==> src/rtl/mem_arbiter.sv <==
// Single-port RAM arbiter for dcache (read/write) and icache (read).
// Dcache wins by default; a streak counter forces an icache grant after STARVE_LIMIT dcache wins.
module mem_arbiter #(
  parameter int STARVE_LIMIT = 4,
  parameter int ADDR_W       = 32
) (
  input  logic              CLK,
  input  logic              RST,
  input  logic              iREN,
  input  logic [ADDR_W-1:0] iaddr,
  output logic              iwait,
  output logic [31:0]       iload,
  input  logic              dREN,
  input  logic              dWEN,
  input  logic [ADDR_W-1:0] daddr,
  input  logic [31:0]       dstore,
  output logic              dwait,
  output logic [31:0]       dload,
  output logic              ramREN,
  output logic              ramWEN,
  output logic [ADDR_W-1:0] ramaddr,
  output logic [31:0]       ramstore,
  input  logic [31:0]       ramload,
  input  logic [1:0]        ramstate
);

  typedef enum logic [1:0] {IDLE, DSERV, ISERV} state_t;

  localparam logic [3:0] LIMIT      = 4'(STARVE_LIMIT);
  localparam logic [1:0] RAM_ACCESS = 2'd2;

  state_t     state_q, state_d;
  logic [3:0] dstreak_q, dstreak_d;
  logic       dreq;

  assign dreq = dREN | dWEN;

  always_ff @(posedge CLK or posedge RST) begin
    if (RST) begin
      state_q   <= IDLE;
      dstreak_q <= 4'd0;
    end else begin
      state_q   <= state_d;
      dstreak_q <= dstreak_d;
    end
  end

  always_comb begin
    state_d   = state_q;
    dstreak_d = dstreak_q;
    iwait     = 1'b1;
    dwait     = 1'b1;
    iload     = '0;
    dload     = '0;
    ramREN    = 1'b0;
    ramWEN    = 1'b0;
    ramaddr   = '0;
    ramstore  = '0;
    case (state_q)
      IDLE: begin
        if (dreq && iREN)  state_d = (dstreak_q == LIMIT) ? ISERV : DSERV;
        else if (dreq)     state_d = DSERV;
        else if (iREN)     state_d = ISERV;
      end
      DSERV: begin
        // Dropping both dcache strobes abandons the access without a wait pulse.
        if (!dreq) begin
          state_d = IDLE;
        end else begin
          ramaddr = daddr;
          if (dWEN) begin
            ramWEN   = 1'b1;
            ramstore = dstore;
          end else begin
            ramREN = 1'b1;
          end
          if (ramstate == RAM_ACCESS) begin
            dwait   = 1'b0;
            state_d = IDLE;
            if (!dWEN) dload = ramload;
            if (iREN)  dstreak_d = (dstreak_q >= LIMIT) ? LIMIT : dstreak_q + 4'd1;
            else       dstreak_d = 4'd0;
          end
        end
      end
      ISERV: begin
        if (!iREN) begin
          state_d = IDLE;
        end else begin
          ramREN  = 1'b1;
          ramaddr = iaddr;
          if (ramstate == RAM_ACCESS) begin
            iwait     = 1'b0;
            iload     = ramload;
            state_d   = IDLE;
            dstreak_d = 4'd0;
          end
        end
      end
      default: state_d = IDLE;
    endcase
  end

endmodule

==> config.mk <==
export PLATFORM = sky130hd
export DESIGN_NAME = mem_arbiter
export DESIGN_NICKNAME = d
export VERILOG_FILES = /design/src/rtl/mem_arbiter.sv
export SDC_FILE = /design/constraint.sdc
export NUM_CORES = 1
export LEC_CHECK = 0
export BUFFER_PORTS_ARGS = -buffer_cell sky130_fd_sc_hd__buf_2
export CAP_MARGIN = 20
export CORE_AREA = 2 2 104 106
export DETAILED_ROUTE_END_ITERATION = 8
export DIE_AREA = 0 0 106 108
export HOLD_SLACK_MARGIN = 0.02
export PLACE_DENSITY = 0.62
export SYNTH_ARGS = -nofsm -noshare
export SYNTH_HDL_FRONTEND = slang
export SYNTH_SLANG_ARGS = --single-unit
==> constraint.sdc <==
create_clock -name CLK -period 3.8 [get_ports CLK]
set_input_delay 0.76 -clock CLK [delete_from_list [all_inputs] [get_ports CLK]]
set_output_delay 0.76 -clock CLK [all_outputs]
set_load 0.01 [all_outputs]
Yosys cells after proc, flatten, opt, wreduce, memory -nomap -nowiden
Cells that the tools add are included.

$add $sub $neg: 1. Multipliers: 0. Div/mod/pow operators: 0. Order comparisons: 1. Eq/ne operators: 9. Shift-type cells: 0. Multiplexer cells: 40. Bitwise logic cells: 1. Reductions and logical operators: 4.

Operators with widths (count): 32-bit two-way mux (12); 32-bit case mux with 2 select lines (1); 4-bit two-way mux (6); 2-bit two-way mux (7); 1-bit two-way mux (11); 2-bit inequality test, second input constant (4); 4-bit case mux with 2 select lines (1); 2-bit case mux with 3 select lines (1); 5-bit AND reduction (1); 4-bit by 1-bit adder with 4-bit output, second input constant (1); 2-bit == test, second input constant (2); 4-bit by 3-bit == test with 1-bit output, second input constant (1); 4-bit by 3-bit >= comparator with 1-bit output, second input constant (1); 4-bit inequality test, second input constant (1); 2-bit by 1-bit == test with 1-bit output, second input constant (1); 2-bit logical NOT (1); 1-bit case mux with 2 select lines (1); 2-bit nonzero test (1); 1-bit logical AND (1); 1-bit bitwise OR (1).

Bits in registers: 6. Latch bits: 0. RAM bits: 0. Bits in read-only memories: 0. Input port bits: 135. Word-level logic and storage cells: 58. Memories: 0.

Depth between registers and ports, before layout
Gate-level depths: netlist (run 1).

Depth after elaboration: 6. Mapped depth: 7. Gate-level depth less buffers: 5.

Worst setup path after synthesis (run 1)
No wires, ideal clock.

Kind: input to output. Start point: input port ramstate[0]. End point: output port dload[13]. Arrival time: 1.595 ns. Required time: 3.040 ns. Setup slack: 1.445 ns. Stages: 4. Cell sequence: and2b_2 -> buf_2 -> clkbuf_1 -> and3_1.

Word-level cells in the longest chain between the ends: 4.

Ends and longest elaborated chain: from (decl) (line 24) `input logic [1:0] ramstate`; 2-bit == test (line 77) `if (ramstate == RAM_ACCESS) begin`; 32-bit two-way mux (line 77); 32-bit two-way mux (line 67) `if (!dreq) begin`; 32-bit two-way mux (line 59) `case (state_q)`; to (decl) (line 18) `output logic [31:0] dload,`.

No other way between the ends.

Final worst setup path (run 1)
Start point: register state_q[1]. End point: output port dload[5].

Word-level cells in the longest chain between the ends: 2.

Ends and longest elaborated chain: from (decl) (line 32) `state_t state_q, state_d;`; from (signal assigned) (line 43) `state_q <= state_d;`; 2-bit by 1-bit == test with 1-bit output (line 59); 32-bit two-way mux (line 59).

No other way between the ends.

==> results of run 1 <==
[sequential cells by signal (all words and copies together) (netlist names)]
| name | count |
|---|---|
| dstreak_q | 4 |
| state_q | 2 |
[Yosys cell counts, drive strengths merged]
master	n	area, µm²
a2111o	1	11.3
a22oi	33	253
and2	2	12.5
and2b	2	16.3
and3	96	601
and3b	1	8.76
buf	13	86.3
clkbuf	19	71.3
dfrtp	6	150
ha	6	75.1
inv	10	37.5
mux2i	1	10.0
nand2	4	15.0
nand2b	1	6.26
nand3	3	15.0
nand4	2	12.5
nand4b	1	8.76
nor2	1	3.75
nor2b	34	213
nor4b	1	8.76
o2111ai	3	26.3
o21a	2	22.5
o221a	1	20.0
o22ai	1	12.5
or2	1	6.26
[critical path: cells and delay by family, from the launching register on]
family / cells / cell delay, ns
flops: 1 / 0.42
fa+ha+maj: 1 / 0.14
buf+inv: 3 / 0.50
simple gates: 2 / 1.07
[report_power, final]
part | switching [mW] | total, mW | leakage, nW | internal (mW)
registers | 0.0242 | 0.112 | 0.0792 | 0.0883
logic | 0.561 | 1.02 | 2.07 | 0.462
clock network | 0.0274 | 0.0955 | 0.0216 | 0.0681
total | 0.612 | 1.23 | 2.17 | 0.618
[final cells by class]
type	count	area, µm²	area share [%]
inverters	10	37.5	1.21
clock buffers	3	41.3	1.33
flip-flops and latches	6	150	4.84
repair buffers	268	1350	43.4
well taps	136	170	5.48
multi-input cells	197	1360	43.8
[final timing paths]
kind / start / end / slack, ns
min in group CLK: dstreak_q[3] / dstreak_q[3] / 0.54
max in group asynchronous: RST / dstreak_q[1] / 3.13
worst min-delay path: RST / dstreak_q[3] / 0.46
worst max-delay path: state_q[1] / dload[5] / 0.68
worst min register to register: dstreak_q[3] / dstreak_q[3] / 0.54
worst max register to register: state_q[0] / state_q[0] / 1.81
[stage by stage]
step / std cells / total power, mW
2_1_floorplan: 245 / 0.823
3_3_place_gp: 617 / 1.11
3_5_place_dp: 617 / 1.13
4_1_cts: 620 / 1.24
5_1_grt: 620 / 1.35
6_report: 620 / 1.23
[layout by cell type, fill, tap and decap left out, types with 2 or more instances in the layout]
cell type  instances
o2111ai_1          3
clkbuf_8           3
dfrtp_1            6
ha_1               6
and3_1            96
a22oi_1           32
buf_2            266
nor2b_1           34
nand4_1            2
inv_1             10
buf_4              2
nand2_1            4
nand3_1            3
[layer usage]
layer  vias up  global-route usage (%)  share of wire (%)
met5         -                       0                  0
met3         4                    1.93                7.3
met1      1202                    12.8                 40
met2       148                    23.1                 52
met4         0                    1.41               0.42
li1       1371                       -                  -
[kinds of logic (layout without fill, tap and decap cells)]
group,count (synthesis),in the layout,share of synthesized area [%]
AOI/OAI and AO/OA,41,41,20.3
buffers and inverters,42,281,11.5
adders and majority gates,6,6,4.41
and+or+nand+nor,149,149,54.4
muxes,1,1,0.588
DFF,6,6,8.82
==> out/results.env, run 1 <==
STATUS='finished, final reports clean'
GRT_FIRST_PASS_WIRELENGTH_MM=10.9
GRT_OVERFLOW=0
DIE_AREA_UM2=11400
GATES_RESIZED_CTS_REPAIR=0
DRT-INITIAL-DRC-COUNT=132
SEQ_AREA_FRAC_SYNTH_PCT=8.82
TRITONCTS_CLOCK_TREE='done'
CLOCK_INSERTION_DELAY_WORST_SKEW_NS=0.22
WORST_CLOCK_SKEW_NS=0.00164
CTS.REPAIR_TIMING.SETUP_BUFFER_COUNT=0
TIMING.FINAL.MAX_SLEW_VIOLATIONS=0
TIMING.CRITICAL_PATH.SLOWEST_STAGE_CELL='and3b_1'
PLACED_AREA_UM2=3060
FINAL.MIN_CLOCK_PERIOD_NS=3.12
NUM-FILL-CELLS=1099
DIE_Y_UM=108
CLKSLEWWORSTSETUPHOLDPATHS_NS=0.04
YOSYSUNIQUECELLTYPES=30
NUMCLOCKSINKS=6
CRITPATHMAXSTAGEDELAY_NS=0.81
POSTROUTEANTENNANETS=0
FIRST_PASS_ITERS=4
CORE-AREA_UM2=10200
DIODES_INSERTED=0
SYN_AVG_CELL_AREA_UM2=6.95
CTS-ROOT-TO-SINK-BUFFERS=2
START_UTIL_PCT=16.6
DRT-WIRELENGTH-PER-CELL_UM=12.3
PLACE_CONGESTION=0.727
DRT-VIAS-PER-INSTANCE=4.40
P_PER_AREA_nW_PER_UM2=396
FINAL.HOLD.WORST_SLACK_NS=0.461
WORST_EP_ARRIVAL_TIME_NS=2.36
IOPINCOUNT=267
ROUTE.VIAS.TOTAL=2725
TIMING.HOLD.WORST.CLASS='in2async'
TIMING.SETUP.CRITICAL_PATH_CLASS='reg2out'
FINAL_HOLD_VIOL_COUNT=0
TIMING.SETUP.TNS_NS=0
TRITONCTS.NUM_BUFFERS=3
IRDROPWORSTVDD_V=0.000244
TOTAL_LEAKAGE_POWER_nW=2.17
ANTENNA_FOUND_INITIAL=0
WORSTREGTOREGCELLS=6
GR-USAGE-ALL-LAYERS_PCT=11.4
WORSTPATHMAXFANOUT=36
FINAL_NETS=627
FINAL_CORE_UTIL_PCT=30.3
FP-ROW-COUNT=37
YS_WARNS=0
TIMING_WORST_SLEW_PIN_VALUE_NS=0.915
FINAL_LAYOUT_SIZE_SUFFIX_GT1_SHARE_PCT=57.4
SETUP_VIOL=0
SLEW_HEADROOM_PCT=39.0
DRC=0
VIA_COUNT_OF_THE_FIRST_GLOBAL_ROUTING_PASS=2357
CAP_VIOL_MAX_COUNT=0
PLACE.PORT_BUFFERS=266
CRIT_REQUIRED_NS=3.04
CTS.ROOT.BUFFER_CELL='clkbuf_8'
AREA.GROWTH.SYNTH_TO_FINAL_PCT=82.3
POST-ROUTE-CELL-AREA_UM2=3100
YS_FF_LATCH=6
GRT_MAX_DEGREE=71
SYNTH_AREA_UM2=1700
MAXCLOCKFREQUENCY_MHz=321
CTS_MAX_LEVEL=1
FIN_CRIT_SH_PCT=82.0
PLACEMENT.SETUP.WORST_SLACK_NS=0.772
WORSTPATHCELLLIST='inv_1 -> ha_1 -> buf_4 -> and3b_1 -> and3_1 -> buf_2'
FINAL_WORST_PATH_SETUP_SLACK_NS=0.684
UNREPAIRED_SETUP_ENDPOINTS_AFTER_GLOBAL_ROUTING='false'
POSTSYNTHCELLCOUNT=245
SYNTH.NET_COUNT=386
ROUTED_WL_MM=7.63
END_KIND='output port'
CTS_HOLD_BUF=0
DIE_WIDTH_UM=106
CRIT_PATH_START_KIND='flip-flop'
PLACE.DETAILED.HPWL_MM=6.15
No activity file was read; power rests on OpenSTA's default activity.
==> run 2: changes to the inputs <==
--- a/config.mk
+++ b/config.mk
@@ -11,7 +11,7 @@
 export DETAILED_ROUTE_END_ITERATION = 8
 export DIE_AREA = 0 0 106 108
 export HOLD_SLACK_MARGIN = 0.02
-export PLACE_DENSITY = 0.62
+export PLACE_DENSITY = 0.64
 export SYNTH_ARGS = -nofsm -noshare
 export SYNTH_HDL_FRONTEND = slang
 export SYNTH_SLANG_ARGS = --single-unit
==> constraint.sdc (replaced) <==
create_clock -name CLK -period 2.5 [get_ports CLK]
set_input_delay 0.5 -clock CLK [delete_from_list [all_inputs] [get_ports CLK]]
set_output_delay 0.5 -clock CLK [all_outputs]
set_load 0.01 [all_outputs]
==> run 2 against run 1 <==
Net effect: count of clock-buffer cells in the layout did not move; cell area increased by 2.1%; utilization grew 0.62 points; die area unchanged; non-clock buffer count increased by 5; critical path depth is 1 higher; wire length up 6.7%; sequential power is 54% higher; global-route usage up 0.98 points; setup slack worse by 0.54 ns; sequential share of layout area fell by 0.097 points; critical endpoint is now ramaddr[7]; largest power group unchanged.
==> out/results.env, run 2 (synthesized netlist as in run 1, its figures left out) <==
CTS-ROOT-TO-SINK-BUFFERS=2  # unchanged
ANTENNA_FOUND_INITIAL=0  # unchanged
END_KIND='output port'
NUMCLOCKSINKS=6  # unchanged
PLACE.PORT_BUFFERS=266  # unchanged
STATUS='finished, final reports clean'
WORSTPATHCELLLIST='inv_1 -> ha_1 -> and2_2 -> buf_6 -> a22oi_1 -> nor2b_1 -> buf_2'
P_PER_AREA_nW_PER_UM2=609  # +54%
PLACEMENT.SETUP.WORST_SLACK_NS=0.141  # -0.631 ns
TIMING.SETUP.CRITICAL_PATH_CLASS='reg2out'
WORSTPATHMAXFANOUT=45  # +25%
FF2FF_SETUP_SLACK_NS=0.72  # -1.09 ns
REG_WITH_MOST_FFS='dstreak_q'
SETUP_VIOL=0  # unchanged
TOTAL_LEAKAGE_POWER_nW=2.20  # +1.4%
DRT-VIAS-PER-INSTANCE=4.52  # +2.9%
TIMING.FINAL.MAX_SLEW_VIOLATIONS=0  # unchanged
IOPINCOUNT=267  # unchanged
CRIT_REQUIRED_NS=2.00  # -1.04 ns
RR_ENDPOINT='dstreak_q[2]'
ROUTE.VIAS.TOTAL=2826  # +3.7%
WL_MET3_UM=513  # -7.6%
DIE_AREA_UM2=11400  # unchanged
TIMING.HOLD.WORST.CLASS='in2async'
SETUP.WORST_PATH.START='state_q[0]'
DRT-WIRELENGTH-PER-CELL_UM=13.0  # +5.9%
NUM-FILL-CELLS=1112  # +1.2%
PLACE_CONGESTION=0.780  # +7.2%
FINAL_CORE_UTIL_PCT=31.0  # +0.62 points
FINAL_LAYOUT_SIZE_SUFFIX_GT1_SHARE_PCT=58.3  # +0.84 points
GRT_MAX_DEGREE=71  # unchanged
TOP_LAYER='met4'
CLOCK_POWER_SHARE_PCT=7.7  # about the same
FINAL_HOLD_VIOL_COUNT=0  # unchanged
CORE-AREA_UM2=10200  # unchanged
FINAL_NETS=632  # +0.80%
CRITPATHMAXSTAGEDELAY_NS=0.43  # -0.38 ns
POWER.SEQUENTIAL.FRACTION_PCT=9.0  # about the same
POWER.INTERNAL_uW=973  # +57%
ROUTED_WL_MM=8.15  # +6.7%
UNREPAIRED_SETUP_ENDPOINTS_AFTER_GLOBAL_ROUTING='false'
TRITONCTS_CLOCK_TREE='done'
CRIT_REG_REG_STARTPOINT='state_q[1]'
DRT-INITIAL-DRC-COUNT=185  # +40%
LAYOUT_TOP_REGISTERS='dstreak_q x4, state_q x2'
SLEW_HEADROOM_PCT=68.4  # +29 points
POSTROUTEANTENNANETS=0  # unchanged
DRC=0  # unchanged
WORSTREGTOREGCELLS=6  # unchanged
CLKSLEWWORSTSETUPHOLDPATHS_NS=0.04  # about the same
MOSTFREQUENTLAYOUTCELL='buf_2'
FINAL_WORST_PATH_SETUP_SLACK_NS=0.146  # -0.538 ns
POST-ROUTE-CELL-AREA_UM2=3170  # +2.1%
CTS_MAX_LEVEL=1  # unchanged
CAP_VIOL_MAX_COUNT=0  # unchanged
FIN_CRIT_SH_PCT=94.1
GRT_OVERFLOW=0  # unchanged
WORST_EP_ARRIVAL_TIME_NS=1.85  # -0.51 ns
WORST_CLOCK_SKEW_NS=0.000385  # -0.00125 ns
SWITCHING_SHARE_PCT=49.6  # -0.21 points
TIMING_WORST_SLEW_PIN_VALUE_NS=0.468  # -0.448 ns
POWER.SHARE.COMBINATIONAL_PCT=83.3  # +0.2 points
FP-ROW-COUNT=37  # unchanged
AREA.GROWTH.SYNTH_TO_FINAL_PCT=86.0
FINAL.HOLD.WORST_SLACK_NS=0.189  # -0.272 ns
CLOCK_INSERTION_DELAY_WORST_SKEW_NS=0.22  # about the same
IRDROPWORSTVDD_V=0.000253  # +3.5%
MAXCLOCKFREQUENCY_MHz=425
GRT_FIRST_PASS_WIRELENGTH_MM=11.7  # +6.7%
CP_CAPTURE_POINT='ramaddr[7]'
TIMING.SETUP.TNS_NS=0  # unchanged
GR-USAGE-ALL-LAYERS_PCT=12.4  # +0.98 points
WL_MET2_MM=4.27  # +7.8%
TOTAL_ROUTED_WIRE_LENGTH_ON_THE_MET1_LAYER_MM=3.27  # +6.0%
PLACE.DETAILED.HPWL_MM=6.60  # +7.3%
CRIT_PATH_START_KIND='flip-flop'
LAYOUT.CELLS.MOST_COMMON_LIST='266 x buf_2, 96 x and3_1, 34 x nor2b_1, 31 x a22oi_1, 10 x inv_1'
DIE_WIDTH_UM=106  # unchanged
VIA_COUNT_OF_THE_FIRST_GLOBAL_ROUTING_PASS=2536  # +7.6%
CTS.REPAIR_TIMING.SETUP_BUFFER_COUNT=0  # unchanged
FINAL.MIN_CLOCK_PERIOD_NS=2.35
P_SW_uW=955  # +56%
PLACED_AREA_UM2=3110  # +1.6%
FIRST_PASS_ITERS=4  # unchanged
TRITONCTS.NUM_BUFFERS=3  # unchanged
START_UTIL_PCT=16.6  # unchanged
TIMING.CRITICAL_PATH.SLOWEST_STAGE_CELL='dfrtp_1'
DIODES_INSERTED=0  # unchanged
CTS.ROOT.BUFFER_CELL='clkbuf_8'
DIE_Y_UM=108  # unchanged
LARGEST_REGISTER_FFS=4  # unchanged
==> run 2: worst min path at each step <==
stage / start / to / slack, ns
detailed placement: RST / state_q[0] / 0.44
global route: RST / state_q[0] / 0.22
finish: RST / dstreak_q[1] / 0.19
floorplan: RST / dstreak_q[0] / 0.29
global placement: RST / state_q[0] / 0.43
CTS: RST / state_q[0] / 0.20
==> run 2: metrics by stage <==
step,instances,total power [mW]
finish,625,1.93
global route,625,2.10
CTS,625,1.94
detailed placement,622,1.79
global placement,622,1.73
floorplan,245,1.25
==> run 2: area by class of cell <==
| cell class | count | area [µm²] | area share (%) |
|---|---|---|---|
| Tap cell | 136 | 170 | 5.37 |
| Timing Repair Buffer | 273 | 1400 | 44.3 |
| Clock buffer | 3 | 41.3 | 1.30 |
| Multi-Input combinational cell | 197 | 1370 | 43.1 |
| Inverter | 10 | 37.5 | 1.18 |
| Sequential cell | 6 | 150 | 4.74 |
==> run 2: critical path, delay by kind of cell (launching register included) <==
| kind | cells | cell delay [ns] |
|---|---|---|
| simple gates | 2 | 0.32 |
| buf+inv | 3 | 0.53 |
| fa+ha+maj | 1 | 0.20 |
| flops | 1 | 0.43 |
| compound gates | 1 | 0.11 |
==> run 2: metal layers <==
metal  vias up  GRT usage [%]
met1      1289           13.5
met4         0           3.29
met5         -              0
li1       1379              -
met3         6           1.27
met2       152           25.3
==> run 2: repair_timing <==
item,CTS,global route
hold buffers,0,0
setup endpoints to repair,33,10
resized for setup,1,3
hold endpoints to repair,0,0
pin swaps,0,0
==> run 2: power groups by stage <==
stage	Clock [mW]	Combinational, mW	Sequential (mW)
final	0.149	1.61	0.173
after floorplan	0	1.09	0.161
after CTS	0.151	1.62	0.171
after global placement	0	1.56	0.166
after detailed placement	0	1.61	0.172
after global routing	0.157	1.77	0.175
==> run 3: changes to the inputs <==
--- a/config.mk
+++ b/config.mk
@@ -12,6 +12,7 @@
 export DIE_AREA = 0 0 106 108
 export HOLD_SLACK_MARGIN = 0.02
 export PLACE_DENSITY = 0.64
+export RECOVER_POWER = 25
 export SYNTH_ARGS = -nofsm -noshare
 export SYNTH_HDL_FRONTEND = slang
 export SYNTH_SLANG_ARGS = --single-unit
==> run 3 against run 2 <==
Net effect: clock skew hardly changed; die area stayed put; register-to-register slack worse by 0.12 ns.
==> out/results.env, run 3 (synthesized netlist as in run 1, its figures left out) <==
STATUS='finished, final reports clean'
DIE_WIDTH_UM=106  # unchanged
FIN_CRIT_SH_PCT=94.0  # -0.15 points
PLACEMENT.SETUP.WORST_SLACK_NS=0.141  # unchanged
DRT-INITIAL-DRC-COUNT=184  # -0.54%
DIODES_INSERTED=0  # unchanged
GRT_MAX_DEGREE=71  # unchanged
GRTUSAGEMET1_PCT=13.5  # unchanged
MET2_USAGE_PCT=25.3  # unchanged
GRT_MET3_USAGE_PCT=1.27  # unchanged
CAP_VIOL_MAX_COUNT=0  # unchanged
FINAL_LAYOUT_SIZE_SUFFIX_GT1_SHARE_PCT=53.4  # -4.9 points
DRC=0  # unchanged
TIMING_WORST_SLEW_PIN_VALUE_NS=0.468  # +0.000278 ns
ANTENNA_FOUND_INITIAL=0  # unchanged
GRT_FIRST_PASS_WIRELENGTH_MM=11.7  # unchanged
REG_WITH_MOST_FFS='dstreak_q'
CORE-AREA_UM2=10200  # unchanged
DRT-VIAS-PER-INSTANCE=4.51  # -0.21%
ROUTE.VIAS.TOTAL=2820  # -0.21%
UNREPAIRED_SETUP_ENDPOINTS_AFTER_GLOBAL_ROUTING='false'
GRT_OVERFLOW=0  # unchanged
DRT-WIRELENGTH-PER-CELL_UM=13.1  # +0.28%
NUM-FILL-CELLS=1129  # +1.5%
CRIT_PATH_START_KIND='flip-flop'
SETUP.WORST_PATH.START='state_q[0]'
PLACE_CONGESTION=0.780  # unchanged
WORST_EP_ARRIVAL_TIME_NS=1.85  # about the same
GR-USAGE-ALL-LAYERS_PCT=12.4  # unchanged
TIMING.SETUP.TNS_NS=0  # unchanged
VIA_COUNT_OF_THE_FIRST_GLOBAL_ROUTING_PASS=2536  # unchanged
END_KIND='output port'
CTS_MAX_LEVEL=1  # unchanged
FIRST_PASS_ITERS=4  # unchanged
P_PER_AREA_nW_PER_UM2=607  # -0.21%
TIMING.HOLD.WORST.CLASS='in2async'
SETUP_VIOL=0  # unchanged
TRITONCTS_CLOCK_TREE='done'
CRIT_REG_REG_STARTPOINT='state_q[1]'
DIE_Y_UM=108  # unchanged
START_UTIL_PCT=16.6  # unchanged
FINAL_HOLD_VIOL_COUNT=0  # unchanged
BUSIEST_LAYER='met2'
FINAL_WORST_PATH_SETUP_SLACK_NS=0.150  # +0.00386 ns
POSTROUTEANTENNANETS=0  # unchanged
FINAL.MIN_CLOCK_PERIOD_NS=2.35  # -0.00386 ns
CTS_HOLD_BUF=0  # unchanged
TRITONCTS.NUM_BUFFERS=3  # unchanged
MAXCLOCKFREQUENCY_MHz=426  # +0.16%
NUMCLOCKSINKS=6  # unchanged
MOSTFREQUENTLAYOUTCELL='buf_2'
LAYOUT_TOP_REGISTERS='dstreak_q x4, state_q x2'
WORST_CLOCK_SKEW_NS=0.000466  # +0.0000816 ns
CLKSLEWWORSTSETUPHOLDPATHS_NS=0.04  # about the same
CRIT_REQUIRED_NS=2.00  # about the same
IOPINCOUNT=267  # unchanged
CTS-ROOT-TO-SINK-BUFFERS=2  # unchanged
FINAL_NETS=632  # unchanged
LARGEST_REGISTER_FFS=4  # unchanged
FP-ROW-COUNT=37  # unchanged
LAYOUT.CELLS.MOST_COMMON_LIST='243 x buf_2, 96 x and3_1, 34 x nor2b_1, 31 x a22oi_1, 23 x clkbuf_1'
AREA.GROWTH.SYNTH_TO_FINAL_PCT=83.7
WORSTPATHMAXFANOUT=45  # unchanged
TIMING.FINAL.MAX_SLEW_VIOLATIONS=0  # unchanged
CTS.ROOT.BUFFER_CELL='clkbuf_8'
CLOCK_INSERTION_DELAY_WORST_SKEW_NS=0.22  # about the same
ROUTED_WL_MM=8.17  # +0.28%
TIMING.SETUP.CRITICAL_PATH_CLASS='reg2out'
TOTAL_LEAKAGE_POWER_nW=2.10  # -4.5%
DIE_AREA_UM2=11400  # unchanged
PLACE.PORT_BUFFERS=266  # unchanged
PLACE.DETAILED.HPWL_MM=6.60  # unchanged
IRDROPWORSTVDD_V=0.000244  # -3.3%
SLEW_HEADROOM_PCT=68.4  # about the same
FINAL_CORE_UTIL_PCT=30.6  # -0.39 points
[run 3: changes by cell type in the layout (fill, tap and decap cells not counted)]
cell / change
o221a_1: +1
buf_2: -23
buf_4: -1
o221a_4: -1
clkbuf_2: +1
clkbuf_1: +23
[run 3: timing repair]
item,4_1_cts,5_1_grt
buffers inserted,0,0
resized for setup,1,3
endpoints found under the setup margin,33,10
[run 3: metrics by stage]
step	hold WS (ns)	cells	total power [mW]	instance area (µm²)
final	0.189	625	1.90	3130
after global routing	0.220	625	2.07	3130
after CTS	0.200	625	1.94	3160
after detailed placement	0.435	622	1.79	3110
after global placement	0.429	622	1.73	3110
after floorplan	0.291	245	1.25	1700
[run 3: where the power goes]
group / internal (mW) / total [mW] / switching (mW)
Clock: 0.104 / 0.149 / 0.0456
Sequential: 0.134 / 0.173 / 0.0386
Combinational: 0.708 / 1.58 / 0.869
Total: 0.946 / 1.90 / 0.953
[run 3: metal layers]
| metal | routed length [µm] | part of all wire (%) | up-vias |
|---|---|---|---|
| li1 | - | - | 1381 |
| met1 | 3310 | 41 | 1283 |
| met2 | 4260 | 52 | 150 |
| met3 | 512 | 6.3 | 6 |
| met4 | 89 | 1.1 | 0 |
| met5 | 0 | 0 | - |
[run 3: final timing paths]
kind                                end  slack [ns]  cells past startpoint
hold / removal             dstreak_q[1]        0.19                      2
max in group asynchronous  dstreak_q[0]        2.11                      2
setup / recovery             ramaddr[7]        0.15                      7
setup reg to reg           dstreak_q[2]        0.60                      6
hold reg to reg            dstreak_q[3]        0.55                      1
min in group CLK           dstreak_q[3]        0.55                      1
[run 3: cell type report]
class | instances | area [µm²] | area share (%)
well taps | 136 | 170 | 5.44
inverters | 10 | 37.5 | 1.20
flip-flops and latches | 6 | 150 | 4.80
repair buffers | 273 | 1370 | 43.9
multi-input cells | 197 | 1360 | 43.4
clock buffers | 3 | 41.3 | 1.32
[run 3: critical path, stage by stage, from the launching register on]
cell     delay [ns]
dfrtp_1        0.43
inv_1          0.12
ha_1           0.20
and2_2         0.20
buf_6          0.27
a22oi_1        0.11
nor2b_1        0.12
buf_2          0.14
